`config.mk`:
```
export PLATFORM = sky130hd
export DESIGN_NAME = lzx_194_seq_ctrl
export DESIGN_NICKNAME = d
export VERILOG_FILES = /design/src/rtl/lzx_194_seq_ctrl.sv
export SDC_FILE = /design/constraint.sdc
export NUM_CORES = 1
export LEC_CHECK = 0
export CAP_MARGIN = 30
export CORE_MARGIN = 2
export CORE_UTILIZATION = 38
export CTS_CLUSTER_DIAMETER = 120
export DETAILED_ROUTE_END_ITERATION = 16
export PLACE_DENSITY = 0.62
export SLEW_MARGIN = 20
export SYNTH_ARGS = -nofsm -noshare
export SYNTH_HDL_FRONTEND = slang
export SYNTH_SLANG_ARGS = --single-unit
```
`constraint.sdc`:
```
create_clock -name CLK -period 2.72 [get_ports CLK]
set_input_delay 0.816 -clock CLK [delete_from_list [all_inputs] [get_ports CLK]]
set_output_delay 0.816 -clock CLK [all_outputs]
set_load 0.01 [all_outputs]
```
`src/rtl/lzx_194_seq_ctrl.sv`:
```
// Command sequencer for a single lzx_74HC194 universal shift register: accepts one
// load/shift/rotate/clear command at a time and drives MR, S, D, DSR and DSL to execute it.
module lzx_194_seq_ctrl #(
    parameter int unsigned WIDTH = 4,
    parameter int unsigned CNT_W = 4
) (
    input  logic             CLK,
    input  logic             MR,
    input  logic             cmd_valid,
    output logic             cmd_ready,
    input  logic [2:0]       cmd_op,
    input  logic [WIDTH-1:0] cmd_data,
    input  logic [CNT_W-1:0] cmd_cnt,
    input  logic             cmd_fill,
    output logic             reg_mr_n,
    output logic [1:0]       reg_s,
    output logic [WIDTH-1:0] reg_d,
    output logic             reg_dsr,
    output logic             reg_dsl,
    input  logic [WIDTH-1:0] reg_q,
    output logic             busy,
    output logic             done,
    output logic [WIDTH-1:0] result
);

    localparam logic [1:0] ST_IDLE = 2'd0;
    localparam logic [1:0] ST_EXEC = 2'd1;
    localparam logic [1:0] ST_DONE = 2'd2;

    localparam logic [2:0] OP_LOAD = 3'b001;
    localparam logic [2:0] OP_SHR  = 3'b010;
    localparam logic [2:0] OP_SHL  = 3'b011;
    localparam logic [2:0] OP_ROR  = 3'b100;
    localparam logic [2:0] OP_ROL  = 3'b101;
    localparam logic [2:0] OP_CLR  = 3'b110;

    localparam logic [1:0] S_HOLD = 2'b00;
    localparam logic [1:0] S_SHR  = 2'b01;
    localparam logic [1:0] S_SHL  = 2'b10;
    localparam logic [1:0] S_LOAD = 2'b11;

    logic [1:0]       state_q, state_d;
    logic [2:0]       op_q, op_d;
    logic [CNT_W-1:0] count_q, count_d;
    logic             mr_n_q, mr_n_d;
    logic [1:0]       s_q, s_d;
    logic [WIDTH-1:0] d_q, d_d;
    logic             dsr_q, dsr_d;
    logic             dsl_q, dsl_d;
    logic             done_q, done_d;
    logic [WIDTH-1:0] result_q, result_d;
    logic             in_exec;

    always_comb begin
        state_d  = state_q;
        op_d     = op_q;
        count_d  = count_q;
        mr_n_d   = mr_n_q;
        s_d      = s_q;
        d_d      = d_q;
        dsr_d    = dsr_q;
        dsl_d    = dsl_q;
        done_d   = 1'b0;
        result_d = result_q;

        case (state_q)
            ST_IDLE: begin
                if (cmd_valid) begin
                    op_d = cmd_op;
                    case (cmd_op)
                        OP_LOAD: begin
                            state_d = ST_EXEC;
                            count_d = CNT_W'(1);
                            s_d     = S_LOAD;
                            d_d     = cmd_data;
                        end
                        OP_CLR: begin
                            state_d = ST_EXEC;
                            count_d = CNT_W'(1);
                            mr_n_d  = 1'b0;
                            s_d     = S_HOLD;
                        end
                        OP_SHR, OP_ROR: begin
                            if (cmd_cnt == '0) begin
                                state_d = ST_DONE;
                                done_d  = 1'b1;
                            end else begin
                                state_d = ST_EXEC;
                                count_d = cmd_cnt;
                                s_d     = S_SHR;
                                // Rotates take DSR straight from reg_q instead.
                                dsr_d   = (cmd_op == OP_SHR) & cmd_fill;
                            end
                        end
                        OP_SHL, OP_ROL: begin
                            if (cmd_cnt == '0) begin
                                state_d = ST_DONE;
                                done_d  = 1'b1;
                            end else begin
                                state_d = ST_EXEC;
                                count_d = cmd_cnt;
                                s_d     = S_SHL;
                                dsl_d   = (cmd_op == OP_SHL) & cmd_fill;
                            end
                        end
                        default: begin
                            state_d = ST_DONE;
                            done_d  = 1'b1;
                        end
                    endcase
                end
            end
            ST_EXEC: begin
                count_d = count_q - CNT_W'(1);
                if (count_q == CNT_W'(1)) begin
                    // Return the register to hold before DONE so Q cannot move again.
                    state_d = ST_DONE;
                    done_d  = 1'b1;
                    count_d = '0;
                    mr_n_d  = 1'b1;
                    s_d     = S_HOLD;
                    d_d     = '0;
                    dsr_d   = 1'b0;
                    dsl_d   = 1'b0;
                end
            end
            ST_DONE: begin
                state_d  = ST_IDLE;
                result_d = reg_q;
            end
            default: begin
                state_d = ST_IDLE;
                mr_n_d  = 1'b1;
                s_d     = S_HOLD;
            end
        endcase
    end

    always_ff @(posedge CLK or negedge MR) begin
        if (!MR) begin
            state_q  <= ST_IDLE;
            op_q     <= 3'b000;
            count_q  <= '0;
            mr_n_q   <= 1'b1;
            s_q      <= S_HOLD;
            d_q      <= '0;
            dsr_q    <= 1'b0;
            dsl_q    <= 1'b0;
            done_q   <= 1'b0;
            result_q <= '0;
        end else begin
            state_q  <= state_d;
            op_q     <= op_d;
            count_q  <= count_d;
            mr_n_q   <= mr_n_d;
            s_q      <= s_d;
            d_q      <= d_d;
            dsr_q    <= dsr_d;
            dsl_q    <= dsl_d;
            done_q   <= done_d;
            result_q <= result_d;
        end
    end

    assign in_exec   = (state_q == ST_EXEC);
    assign cmd_ready = (state_q == ST_IDLE);
    assign busy      = (state_q != ST_IDLE);
    assign done      = done_q;
    assign result    = result_q;
    assign reg_mr_n  = mr_n_q;
    assign reg_s     = s_q;
    assign reg_d     = d_q;
    assign reg_dsr   = (in_exec && op_q == OP_ROR) ? reg_q[WIDTH-1] : dsr_q;
    assign reg_dsl   = (in_exec && op_q == OP_ROL) ? reg_q[0] : dsl_q;

endmodule

```
Word-level counts from Yosys, hierarchy flattened
Cells that the tools add are included.
- output and inout bits: 16
- input port bits: 19
- logic and storage cells: 95
- flip-flop bits (word level): 23
- reduce and logical (&&, ||, !) cells: 18
- bitwise logic cells: 3
- equality and inequality tests: 23
- $add $sub $neg: 1
- muxes and demuxes: 40
- operators by type and width (cell ; count):
    $mux 4 ; 6
    $pmux 4 s2 ; 3
    $eq 3x3->1 const B ; 5
    $mux 1 ; 15
    $mux 2 ; 7
    $ne 3x3->1 const B ; 4
    $reduce_and 4->1 ; 3
    $ne 2x1->1 const B ; 5
    $reduce_and 5->1 ; 2
    $pmux 1 s2 ; 4
    $pmux 2 s2 ; 2
    $pmux 2 s4 ; 1
    $eq 3x2->1 const B ; 2
    $pmux 2 s3 ; 1
    $reduce_and 6->1 ; 1
    $reduce_or 2->1 ; 3
    $ne 5x1->1 const B ; 1
    $eq 4x1->1 const B ; 1
    $logic_not 4->1 ; 1
    $ne 2x2->1 const B ; 2
    $reduce_and 2->1 ; 2
    $reduce_bool 2->1 ; 2
    $reduce_or 4->1 ; 1
    $sub 4x1->4 const B ; 1
    other kinds (8) ; 10

Logic depth before layout (Yosys ltp)
Gate-level depths: netlist of run 1.
- depth after elaboration: 6
- gate-level depth with buffers: 7

Worst setup path before layout of run 1
OpenSTA, ideal clock, no wires.
- path type: register -> output
- start: register state_q[0]
- end: output port reg_dsl
- required time: 1.904 ns
- setup slack: 0.510 ns
- arrival time: 1.394 ns
- stages on the path, launching flop included: 5
- path through: dfrtp_1 > clkbuf_1 > nand2b_1 > nor4bb_1 > mux2_1
- longest elaborated chain between the ends: 3
- ends and longest elaborated chain (element ; RTL line ; text):
    start, declared ; 42 ; logic [1:0] state_q, state_d;
    start signal, assigned ; 152 ; state_q <= state_d;
    $eq 2x1->1 ; 165 ; assign in_exec = (state_q == ST_EXEC);
    $logic_and 1x1->1 ; 174 ; assign reg_dsl = (in_exec && op_q == OP_ROL) ? reg_q[0] : dsl_q;
    $mux 1 ; 174 ;
    end, declared ; 19 ; output logic reg_dsl,
No other way between the ends.

Worst setup path in the final report of run 1
- start: input port reg_q[3]
- end: output port reg_dsr
- longest elaborated chain between the ends: 1
- ends and longest elaborated chain (element ; RTL line ; text):
    start, declared ; 20 ; input logic [WIDTH-1:0] reg_q,
    $mux 1 ; 173 ; assign reg_dsr = (in_exec && op_q == OP_ROR) ? reg_q[WIDTH-1] : dsr_q;
    end, declared ; 18 ; output logic reg_dsr,
No other way between the ends.

==> results of run 1 <==
layout make-up:
cell class                      count  area (um2)  area share, %
Sequential cell                    23         577           32.5
Multi-Input combinational cell     98         652           36.7
Timing Repair Buffer               45         423           23.8
Clock buffer                        4        26.3           1.48
Inverter                           11        41.3           2.33
Tap cell                           44        55.1           3.10
layout by cell type, fill, tap and decap left out, drive strengths merged, types with 2 or more instances in the layout:
| master | synthesis | final |
|---|---|---|
| xor2 | 2 | 2 |
| nand3 | 7 | 7 |
| a21oi | 5 | 5 |
| nor2b | 2 | 2 |
| ha | 2 | 2 |
| nand2b | 3 | 3 |
| mux2i | 2 | 2 |
| mux2 | 5 | 5 |
| dlygate4sd2 | 0 | 2 |
| or4 | 2 | 2 |
| buf | 3 | 11 |
| inv | 11 | 11 |
| nand2 | 22 | 22 |
| clkdlybuf4s50 | 0 | 31 |
| nor2 | 9 | 9 |
| o21ai | 15 | 15 |
| clkbuf | 3 | 4 |
| dfrtp | 22 | 22 |
worst max-delay path: stages:
cell	delay [ns]
clkdlybuf4s50_1	0.42
mux2_1	0.31
dlygate4sd2_1	0.29
through the flow:
| step | setup WS (ns) | TNS [ns] | std cells |
|---|---|---|---|
| finish | 0.0702 | 0 | 225 |
| CTS | 0.0342 | 0 | 225 |
| global placement | -0.0904 | -0.179 | 221 |
| global route | 0.0166 | 0 | 225 |
| detailed placement | -0.109 | -0.221 | 221 |
| floorplan | 0.510 | 0 | 138 |
power breakdown:
group,total [W],switching (W),internal (W)
Clock,0.000158,0.000101,0.0000574
Sequential,0.000609,0.000108,0.000501
Combinational,0.000961,0.000454,0.000507
state kept, by name, indices dropped and copies added, names as in the netlist:
name,count
reg_s,2
count_q,4
done,1
state_q,2
reg_d,4
dsr_q,1
op_q,3
result,4
reg_mr_n,1
dsl_q,1
routing by layer:
metal / vias to the layer above / share of wire (%) / routed length, um / track usage [%]
met5: - / 0 / 0 / 0
met3: 5 / 5.5 / 155 / 1.24
li1: 566 / - / - / -
met4: 0 / 2.1 / 59 / 8.51
met2: 35 / 47 / 1320 / 29.0
met1: 527 / 45 / 1260 / 19.1
path summary, 6_finish.rpt:
| kind | slack [ns] | to | cells after the start | from |
|---|---|---|---|---|
| worst min register to register | 0.50 | result[1]$_DFFE_PN0P_ | 2 | result[1]$_DFFE_PN0P_ |
| max in group asynchronous | 1.33 | reg_mr_n$_DFFE_PN1P_ | 2 | MR |
| min in group asynchronous | 0.78 | reg_d[3]$_DFFE_PN0P_ | 1 | MR |
| worst min-delay path | 0.50 | result[1]$_DFFE_PN0P_ | 2 | result[1]$_DFFE_PN0P_ |
| worst max register to register | 0.76 | dsr_q$_DFFE_PN0P_ | 6 | state_q[0]$_DFFE_PN0P_ |
| worst max-delay path | 0.07 | reg_dsr | 3 | reg_q[3] |
timing repair:
action | in CTS | in global routing
gates resized for setup | 5 | 2
endpoints found under the setup margin | 2 | 2
pin swaps | 1 | 0
logic make-up after synthesis:
group	Yosys count	share of synthesized area, %
multiplexers	7	6.30
buffers and inverters	17	5.52
adder cells (fa/ha/maj)	2	1.97
AND/OR/NAND/NOR	52	20.4
XOR/XNOR	3	2.07
flip-flops	23	45.4
AO/OA/AOI/OAI	34	18.3
==> out/qor.csv, run 1 <==
metric,value,unit
chipWidth,61.8,um
worstMarginPinSlew,0.420,ns
postRouteAntennaNets,0,
power,0.00173,W
diodes,0,
slew_violations,0,
clock_sinks,23,
fin_crit,2.65,ns
total_leakage_power,0.796,nW
drt_iter0_drc,37,
place.gp.congestion,0.799,
worst-setup-path-type,in -> out,
yosys_warnings,0,
dpl-instance-area,0.00172,mm2
max_slew_margin,71.9,%
crit_path_start_kind,primary input,
status,finished clean,
async_flop_share,100,%
nFillCells,265,
grt_usage,16.2,%
fp.coreArea,0.00313,mm2
rsz0062_at_grt,no,
synth.yosys.seq_area_share,45.4,%
holdBufCountCts,0,
initial_core_util,40.6,%
postCtsSetupBuffers,0,
hold_ws,0.497,ns
synth_edf_count,0,
syn_nets,159,
ys_types,44,
fmax,377,MHz
first_pass_iters,4,
clock_latency,0.31,ns
drt_wl_total,2800,um
skew,0.00457,ns
max_cap_violations,0,
vdd.ir_drop.worst,474,uV
rows,20,
finalNetCount,203,
synth_top_area_share,43.3,%
setup_viol,0,
synth_top_cell_by_area,dfrtp_1,
floorplan.die_area,0.00382,mm2
hold_class,reg -> reg,
via_per_inst,5.04,
cts_tree,done,
ys_top_cells_by_count,"dfrtp_1, nand2_1, inv_1, nor2_1, o21ai_1",
overflow,0,
postSynthAreaPerCell,9.20,um2
path_max_fanout,2,
dpl.hpwl,2260,um
grt_pass1_wl,4560,um
htreeDepth,1,
ys.flop_type,dfrtp_1,
drive_gt1_share,14.4,%
ys_top_cells_by_area,"dfrtp_1, nand2_1, o21ai_1, mux2_1, inv_1",
clk_pin_slew_worst_paths,0.12,ns
ys_ff_latch,23,
io_pins,35,
grt_pass1_vias,1097,
drc,0,
min_period_over_period,97.4,%
power_per_cell_area,974,mW/mm2
clk_path_buf_depth,2,
io_buffer_count,34,
hold_viol,0,
cp-end-kind,output port,
arrival,1.83,ns
synth_area,0.00127,mm2
cts-root-buf,clkbuf_4,
grt_max_degree,16,
synth_cells,138,
required,1.90,ns
via_count,1133,
cts_buffers,3,
areaGrowthSynthToFinish,39.7,%
stdcell_area,0.00177,mm2
final_util,56.7,%
die_y,61.8,um
wire_per_inst,12.4,um
grt_antenna_before_repair,0,
Power figures use the tool's default switching activity.
==> run 2, diff against run 1 <==
--- a/config.mk
+++ b/config.mk
@@ -7,10 +7,10 @@
 export LEC_CHECK = 0
 export CAP_MARGIN = 30
 export CORE_MARGIN = 2
-export CORE_UTILIZATION = 38
+export CORE_UTILIZATION = 45
 export CTS_CLUSTER_DIAMETER = 120
 export DETAILED_ROUTE_END_ITERATION = 16
-export PLACE_DENSITY = 0.62
+export PLACE_DENSITY = 0.72
 export SLEW_MARGIN = 20
 export SYNTH_ARGS = -nofsm -noshare
 export SYNTH_HDL_FRONTEND = slang
==> out/qor.csv, run 2 (synthesis results as in run 1) <==
metric,value,unit,change
status,finished clean,,unchanged
cts-root-buf,clkbuf_4,,unchanged
final_util,64.7,%,was 56.7%
finalNetCount,202,,was 203
slew_violations,0,,unchanged
cts_buffers,3,,unchanged
initial_core_util,46.9,%,was 40.6%
chipWidth,57.1,um,was 61.8 um
clock_latency,0.30,ns,was 0.31 ns
via_count,1173,,was 1133
final_common_cell,clkdlybuf4s50_1,,unchanged
hold_viol,0,,unchanged
cpMaxStageDelayCell,clkdlybuf4s50_1,,unchanged
floorplan.die_area,0.00326,mm2,was 0.00382 mm2
vdd.ir_drop.worst,621,uV,was 474 uV
path_max_fanout,2,,unchanged
path_buf_inv,2,,unchanged
total_leakage_power,0.799,nW,was 0.796 nW
max_stage_delay,0.42,ns,about the same
clock_power_share,8.9,%,was 9.2%
areaGrowthSynthToFinish,38.1,%,was 39.7%
worstMarginPinSlew,0.439,ns,was 0.420 ns
grt_usage,18.8,%,was 16.2%
max_cap_violations,0,,unchanged
fmax,379,MHz,was 377 MHz
swShare,38.9,%,was 38.4%
critPathTopFamily,buffers and inverters,,unchanged
cts_tree,done,,unchanged
power,0.00174,W,was 0.00173 W
skew,0.00152,ns,was 0.00457 ns
min_period_over_period,97.0,%,was 97.4%
nFillCells,240,,was 265
clock_sinks,23,,unchanged
via_per_inst,5.56,,was 5.04
rsz0062_at_grt,no,,unchanged
crit_path_start_kind,primary input,,unchanged
wire_per_inst,14.0,um,was 12.4 um
htreeDepth,1,,unchanged
dpl.hpwl,2210,um,was 2260 um
final_cell_mix,"clkdlybuf4s50_1, nand2_1, dfrtp_1",,unchanged
drt_wl_total,2950,um,was 2800 um
pwr-share-seq,35.6,%,was 35.2%
pwr-share-comb,55.4,%,was 55.6%
postRouteAntennaNets,0,,unchanged
grt_antenna_before_repair,0,,unchanged
max_slew_margin,70.5,%,was 71.9%
overflow,0,,unchanged
worstReg2RegStart,state_q[0]$_DFFE_PN0P_,,unchanged
fin_crit,2.64,ns,was 2.65 ns
worst-setup-path-type,in -> out,,unchanged
grt_max_degree,24,,was 16
fp.coreArea,0.00271,mm2,was 0.00313 mm2
io_pins,35,,unchanged
place.gp.congestion,0.885,,was 0.799
arrival,1.82,ns,was 1.83 ns
setup_viol,0,,unchanged
drc,0,,unchanged
intPower,0.00107,W,about the same
grt_pass1_vias,1104,,was 1097
io_buffer_count,34,,unchanged
rows,19,,was 20
clk_path_buf_depth,2,,unchanged
hp-start,result[0]$_DFFE_PN0P_,,was result[1]$_DFFE_PN0P_
path_cells,clkdlybuf4s50_1 > mux2_1 > dlygate4sd2_1,,unchanged
diodes,0,,unchanged
die_y,57.1,um,was 61.8 um
switchingPower,0.000678,W,was 0.000663 W
clk_pin_slew_worst_paths,0.12,ns,about the same
required,1.90,ns,about the same
power_per_cell_area,994,mW/mm2,was 974 mW/mm2
grt_pass1_wl,4860,um,was 4560 um
cp-end-kind,output port,,unchanged
hold_class,reg -> reg,,unchanged
critPathLaunch,reg_q[0],,was reg_q[3]
drive_gt1_share,13.9,%,was 14.4%
first_pass_iters,4,,unchanged
drt_iter0_drc,21,,was 37
setup_tns,0,ns,unchanged
[run 2: cell types whose count changed in the layout (fill, tap and decap cells not counted), sizes merged]
cell,before,now
dlygate4sd2,2,1
buf,11,10
dlymetal6s2s,1,2
[run 2: power by group through the flow]
stage | clock network, W | registers [W] | logic, W
global placement | 0 | 0.000598 | 0.000929
floorplan | 0 | 0.000628 | 0.000514
finish | 0.000156 | 0.000621 | 0.000966
global route | 0.000176 | 0.000640 | 0.00106
CTS | 0.000160 | 0.000607 | 0.000958
detailed placement | 0 | 0.000609 | 0.000948
[run 2: timing repair]
| item | CTS | global route |
|---|---|---|
| gates resized for setup | 3 | 5 |
| buffers inserted | 0 | 0 |
| hold buffers | 0 | 0 |
| pin swaps | 1 | 2 |
| endpoints found under the setup margin | 2 | 3 |
[run 2: final timing paths]
kind	cells past startpoint	slack (ns)	endpoint
setup / recovery	3	0.08	reg_dsl
hold / removal	2	0.50	result[0]$_DFFE_PN0P_
setup reg to reg	6	0.78	dsr_q$_DFFE_PN0P_
hold reg to reg	2	0.50	result[0]$_DFFE_PN0P_
max in group asynchronous	2	1.58	reg_mr_n$_DFFE_PN1P_
min in group asynchronous	2	0.85	dsl_q$_DFFE_PN0P_
[run 2: per-stage QoR]
stage                     worst slack (ns)  area, um2  cells  hold WS (ns)
after global placement             -0.0922       1700    207         0.457
after detailed placement            -0.126       1700    207         0.470
after floorplan                      0.510       1270    138         0.449
after CTS                           -0.132       1730    211         0.501
final                               0.0813       1750    211         0.499
after global routing                0.0437       1750    211         0.523
[run 2: area by class of cell]
| cell class | count | area, um2 | share of cell area, % |
|---|---|---|---|
| tap | 31 | 38.8 | 2.21 |
| inverter | 11 | 41.3 | 2.35 |
| timing repair buffer | 44 | 419 | 23.9 |
| multi-input combinational | 98 | 652 | 37.2 |
| sequential | 23 | 577 | 32.9 |
| clock buffer | 4 | 26.3 | 1.50 |
[run 2: per-layer routing]
layer  vias up  share of wire, %  track usage [%]
met4         0               1.2             5.98
met2        40                50             32.2
met1       559                43             24.1
met3         4               5.4             3.40
li1        570                 -                -
met5         -                 0                0
[run 2: worst reg2reg max path, stage by stage, from the launching register on]
cell       delay, ns
dfrtp_1         0.43
buf_4           0.18
or2_1           0.26
inv_2           0.14
nand2_1         0.17
or4_1           0.54
o2bb2ai_1       0.15
